==> src/rtl/captura_operandos.sv <==
// Operand-entry stage: loads A, B and the opcode from one switch bank, one debounced button press each.
// Build option: define ANTIRREBOTE_EN to include the debounce filter; otherwise the synchronised level is used directly.
module captura_operandos #(
   parameter int ancho         = 3,
   parameter int CICLOS_REBOTE = 4
) (
   input  logic             clk,
   input  logic             rst_n,
   input  logic [ancho:0]   interruptores,
   input  logic             boton_n,
   output logic [ancho:0]   operandoA,
   output logic [ancho:0]   operandoB,
   output logic [3:0]       seleccion,
   output logic             valido,
   output logic [1:0]       estado
);

   // state     | meaning
   // CARGA_A   | next press loads operand A
   // CARGA_B   | next press loads operand B
   // CARGA_SEL | next press loads the opcode and raises valido
   // LISTO     | values coherent; next press drops valido and restarts
   typedef enum logic [1:0] {
      CARGA_A   = 2'b00,
      CARGA_B   = 2'b01,
      CARGA_SEL = 2'b10,
      LISTO     = 2'b11
   } estado_t;

   estado_t          estado_q, estado_d;
   logic [ancho:0]   opa_q, opa_d;
   logic [ancho:0]   opb_q, opb_d;
   logic [3:0]       sel_q, sel_d;
   logic             valido_q, valido_d;
   logic             sinc1_q, sinc2_q;
   logic             filt_q, filt_d;
   logic [1:0]       vista_q;
   logic             armado_q, armado_d;
   logic             pulso;
   logic [3:0]       sel_nueva;

   if (ancho >= 3) begin : g_sel_directa
      assign sel_nueva = interruptores[3:0];
   end else begin : g_sel_extendida
      assign sel_nueva = {{(3 - ancho){1'b0}}, interruptores};
   end

`ifdef ANTIRREBOTE_EN
   localparam int CW = $clog2(CICLOS_REBOTE) + 1;
   localparam logic [CW-1:0] CNT_MAX = CW'(CICLOS_REBOTE - 1);

   logic [CW-1:0] cnt_q, cnt_d;

   always_comb begin
      cnt_d  = '0;
      filt_d = filt_q;
      if (sinc2_q != filt_q) begin
         if (cnt_q == CNT_MAX) filt_d = sinc2_q;
         else                  cnt_d  = cnt_q + CW'(1);
      end
   end

   always_ff @(posedge clk or negedge rst_n) begin
      if (!rst_n) cnt_q <= '0;
      else        cnt_q <= cnt_d;
   end
`else
   localparam int rebote_unused = CICLOS_REBOTE;
   assign filt_d = sinc2_q;
`endif

   // A button already held through reset must be released before it can capture:
   // arm only once a real synchronised sample shows the button released.
   assign armado_d = armado_q | (vista_q[1] & filt_q & sinc2_q);
   assign pulso    = armado_q & filt_q & ~filt_d;

   always_comb begin
      estado_d = estado_q;
      opa_d    = opa_q;
      opb_d    = opb_q;
      sel_d    = sel_q;
      valido_d = valido_q;
      if (pulso) begin
         unique case (estado_q)
            CARGA_A: begin
               opa_d    = interruptores;
               estado_d = CARGA_B;
            end
            CARGA_B: begin
               opb_d    = interruptores;
               estado_d = CARGA_SEL;
            end
            CARGA_SEL: begin
               sel_d    = sel_nueva;
               valido_d = 1'b1;
               estado_d = LISTO;
            end
            LISTO: begin
               valido_d = 1'b0;
               estado_d = CARGA_A;
            end
         endcase
      end
   end

   always_ff @(posedge clk or negedge rst_n) begin
      if (!rst_n) begin
         sinc1_q  <= 1'b1;
         sinc2_q  <= 1'b1;
         filt_q   <= 1'b1;
         vista_q  <= 2'b00;
         armado_q <= 1'b0;
         estado_q <= CARGA_A;
         opa_q    <= '0;
         opb_q    <= '0;
         sel_q    <= '0;
         valido_q <= 1'b0;
      end else begin
         sinc1_q  <= boton_n;
         sinc2_q  <= sinc1_q;
         filt_q   <= filt_d;
         vista_q  <= {vista_q[0], 1'b1};
         armado_q <= armado_d;
         estado_q <= estado_d;
         opa_q    <= opa_d;
         opb_q    <= opb_d;
         sel_q    <= sel_d;
         valido_q <= valido_d;
      end
   end

   assign operandoA = opa_q;
   assign operandoB = opb_q;
   assign seleccion = sel_q;
   assign valido    = valido_q;
   assign estado    = estado_q;

endmodule
==> config.mk <==
export PLATFORM = sky130hd
export DESIGN_NAME = captura_operandos
export DESIGN_NICKNAME = d
export VERILOG_FILES = /design/src/rtl/captura_operandos.sv
export SDC_FILE = /design/constraint.sdc
export NUM_CORES = 1
export LEC_CHECK = 0
export ABC_AREA = 1
export CAP_MARGIN = 20
export CORE_UTILIZATION = 50
export DETAILED_ROUTE_END_ITERATION = 12
export PLACE_DENSITY_LB_ADDON = 0.05
export RECOVER_POWER = 50
export SYNTH_ARGS = -nofsm -noshare
export SYNTH_HDL_FRONTEND = slang
export SYNTH_SLANG_ARGS = --single-unit
==> constraint.sdc <==
create_clock -name clk -period 2.2 [get_ports clk]
set_input_delay 0.22 -clock clk [delete_from_list [all_inputs] [get_ports clk]]
set_output_delay 0.22 -clock clk [all_outputs]
set_load 0.03 [all_outputs]
Word level (Yosys, flattened, before mapping)
Index checks and enable logic that the tools add are counted.
- flip-flop bits (word level): 21
- input bits: 7
- output and inout bits: 15
- logic and storage cells: 27
- eq/ne operators: 3
- multiplexer cells: 2
- bitwise operators: 6
- reduce and logical (&&, ||, !) cells: 6
- operators by type and width (operator ; count):
    2-bit case mux with 4 select lines ; 1
    2-bit AND reduction ; 4
    1-bit AND ; 4
    2-bit equality test (second input constant) ; 2
    2-bit by 1-bit equality test with 1-bit output (second input constant) ; 1
    2-bit zero test ; 1
    1-bit case mux with 2 select lines ; 1
    2-bit nonzero test ; 1
    1-bit NOT ; 1
    1-bit OR ; 1

Logic depth before layout (Yosys ltp)
- depth in word-level cells: 3
- mapped depth: 8

Worst setup path after synthesis
No wires, ideal clock.
- kind: register -> register
- start: reg estado_q[0] (netlist: estado[0])
- end: reg valido_q (netlist: valido)
- setup time: 0.065 ns
- data arrival time: 1.265 ns
- path slack: 0.870 ns
- cell stages (with the launch flop): 9
- path buffers: 1
- period minus slack after synthesis: 1.330 ns
- path through: dfrtp_1 inv_1 ha_1 buf_2 inv_1 nand2_1 nand2_1 nand2_1 nand2_1
- word-level cells in the longest chain between the ends: 3
- elaborated cells on any way between the ends: 5
- ends and longest elaborated chain (what ; RTL line ; text):
    start, declared ; 30 ; estado_t estado_q, estado_d;
    start signal, assigned ; 124 ; estado_q <= estado_d;
    2-bit equality test ; 84 ; unique case (estado_q)
    2-bit nonzero test (no line) ; -- ;
    2-bit AND reduction (no line) ; -- ;
    end signal, assigned ; 128 ; valido_q <= valido_d;
    end, declared ; 34 ; logic valido_q, valido_d;
Several ways; a longest one is shown, not always the timed one.
A chain may end at the register's enable or synchronous reset.

Final worst setup path
- start: reg estado_q[0] (netlist: estado[0])
- end: out estado[0]
- RTL lines (what ; RTL line ; text):
    end, declared ; 15 ; output logic [1:0] estado
No word-level cell between the ends.

==> results by group <==
Place
  – IO Port Bufs: 21
  – Hpwl dp: 1126 µm
  – Placed Cells: 129
  – Final GP Congestion: 0.8058

Cells and area
  – Post-route insts no fill: 133
  – Share of layout cells above drive strength 1: 0.09174
  – Final #Nets: 122
  – Register area: 529.3 µm²
  – Commonest non-fill, non-tap cells in the layout: 30 x nand2_1, 19 x clkdlybuf4s50_1, 18 x dfrtp_1
  – Most common cell after layout, fill and taps aside: nand2_1
  – Antenna diodes: 0
  – Synthesis-to-finish area growth: 26.15%
  – Area of the multi-input gates: 314.1 µm²
  – Final core utilization: 0.7080
  – Fill count: 115

Hold path
  – Min-delay src: vista_q[0]$_DFF_PN0_
  – Hold Crit Endpoint: vista_q[1]$_DFF_PN0_
  – Hold Crit Class: flip-flop to flip-flop
  – Hold path depth: 0

Timing
  – Final hold viol count: 0
  – Worst rel slew slack: 0.2669
  – Post-Route Setup TNS: 0 ns
  – Final period util: 0.7633
  – Final Skew: 0.0007437 ns
  – Final max-slew violation count: 0
  – Worst Tran Pin Value: 1.100 ns
  – Max Clk Rate: 0.5955 GHz
  – Final worst path period need: 1.679 ns
  – RSZ-0062 raised after global routing: no
  – Final setup fails: 0

Power
  – Switching pwr: 726.3 µW
  – Leak Pwr: 0.0005586 µW
  – Clock power frac: 0.110
  – Peak supply drop: 0.8546 mV
  – Seq pwr share: 0.373
  – PwrDens: 1474 nW/µm²
  – Sw frac: 0.4367
  – Internal power: 936.8 µW
  – Gate power share: 0.517

Critical path
  – Startpoint Class: flip-flop
  – Reg2reg start: filt_q$_DFF_PN1_
  – FF-to-FF path depth: 4
  – Critical path's top delay family: buffers and inverters
  – WP buf/inv: 1
  – Arr. time, crit path: 1.46 ns
  – WS Path Type: flip-flop to output pin
  – Crit path cell chain: clkdlybuf4s50_1
  – R2r endpoint: operandoB[2]$_DFFE_PN0P_
  – Register-to-Register Setup Slack: 0.57 ns
  – Req. time, crit path: 1.98 ns
  – Critical Path End Type: output pin
  – Critical Path Fanout Max: 5
  – Worst path slowest cell: clkdlybuf4s50_1
  – CP max stage delay: 0.70 ns

Clock network
  – TritonCTS clock tree: yes
  – CTS root buf: clkbuf_4
  – Post_cts resized: 0
  – Skew-Pair Late Insertion Delay: 0.30 ns
  – CTS clk-pin slew, worst paths: 0.11 ns
  – # H-tree levels: 1
  – Sink Count: 21
  – CTS buffer count: 3
  – Hold buffers post-CTS: 0
  – Setup bufs post-CTS: 0
  – Clock tree buffer depth: 2

GRT
  – Number of global-route vias before repair: 568
  – Pin count of the biggest net entering global routing: 22
  – Tot GR Track Use: 0.1920
  – GR Layer Usage met2: 0.2647
  – GRT Max-Usage Layer: met1
  – Global-route wire length before repair: 2649 µm
  – Initial antenna violation count: 0
  – Met1 usage: 0.2830
  – GRT Residual Overflow: 0
  – GRT met3 Usage: 0.04898

Synth
  – Post-synth cell types: 16
  – Seq cells post-synth: 21
  – Syn_area_per_cell: 10.40 µm²
  – Seq/Total Area, Yosys: 0.5916
  – Synthesized area: 894.6 µm²
  – Ys Warns: 0
  – Syn nets: 98
  – Mapped Cells: 86

Route
  – DR WL/cell: 12.00 µm
  – DRT antenna net count: 0
  – Total number of vias: 647
  – DRT Wirelength: 1596 µm
  – DRT Pass-1 Iters: 7
  – Vias per inst: 4.865
  – 1st-iter DRT viols: 12
  – DRC Markers: 0

Outcome
  – Outcome: finished clean

Floorplanning
  – FP Rows: 14
  – Die Wd: 44.30 µm
  – Die Footprint: 1962 µm²
  – I/O pin cnt: 22
  – Die H: 44.30 µm
  – Placeable core area: 1594 µm²
  – Initial Utilization: 0.5612

Flow run
  – Total of max-cap violations: 0
## metrics by stage
step	total power [µW]	hold slack, ns	area [µm²]	setup slack, ns
detailed placement	1489	0.3405	1111	0.8661
global route	1765	0.3800	1129	0.4417
finish	1663	0.3624	1129	0.5208
floorplan	1139	-0.07559	894.6	0.8698
CTS	1674	0.2595	1137	0.5199
global placement	1471	0.3335	1111	0.8706
## synth_stat cells (all sizes together)
master  count  area share
inv         4       0.017
o21ai       3       0.017
ha          5       0.070
dfstp       3       0.088
conb        1      0.0042
nand2      34        0.17
buf         3       0.035
dfrtp      18        0.50
nand3      13       0.073
a31o        1      0.0098
nor2        1       0.013
## metal layers
layer | vias to the layer above | part of all wire
met1 | 296 | 0.51
met2 | 31 | 0.42
met5 | - | 0
li1 | 316 | -
met3 | 4 | 0.052
met4 | 0 | 0.014
## state kept, by name, summed over array words and instances, names as in the netlist
register,cells
operandoA,4
sinc1_q,1
operandoB,4
armado_q,1
valido,1
estado,2
seleccion,4
filt_d,1
filt_q,1
vista_q,2
## worst register-to-register path: stages, from the launching register on
cell and delay (ns):
dfstp_1 0.55, nand2_2 0.06, nor2_2 0.65, nand3_1 0.19
nand2_1 0.12
## layout make-up
| class | instances | share of cell area |
|---|---|---|
| clock buffer | 4 | 0.02328 |
| inverter | 4 | 0.01330 |
| tap | 24 | 0.02661 |
| multi-input combinational | 58 | 0.2783 |
| timing repair buffer | 22 | 0.1896 |
| sequential | 21 | 0.4690 |
## power groups by stage
stage | sequential [µW] | combinational [µW] | clock [µW]
final | 620 | 860 | 183
after global routing | 636 | 921 | 208
after CTS | 620 | 866 | 188
after detailed placement | 626 | 863 | 0
after global placement | 622 | 849 | 0
after floorplan | 888 | 251 | 0
## cells by family (layout without fill, tap and decap cells)
logic type | count (synthesis) | count (layout) | synth area share
other cells | 1 | 1 | 0.004192
simple gates | 48 | 48 | 0.2559
buf+inv | 7 | 30 | 0.05173
fa+ha+maj | 5 | 5 | 0.06993
flops | 21 | 21 | 0.5916
compound gates | 4 | 4 | 0.02657
## worst max-delay path by stage
stage                                      from                  endpoint  slack, ns  depth (start not counted)
after floorplan           estado[0]$_DFFE_PN0P_        valido$_DFFE_PN0P_       0.87                          8
after global placement    estado[0]$_DFFE_PN0P_                 estado[0]       0.87                          1
after detailed placement  estado[0]$_DFFE_PN0P_                 estado[0]       0.87                          1
after CTS                 estado[0]$_DFFE_PN0P_                 estado[0]       0.52                          1
after global routing           filt_q$_DFF_PN1_  operandoB[1]$_DFFE_PN0P_       0.44                          4
final                     estado[0]$_DFFE_PN0P_                 estado[0]       0.52                          1
(Power assumes the default switching activity.)
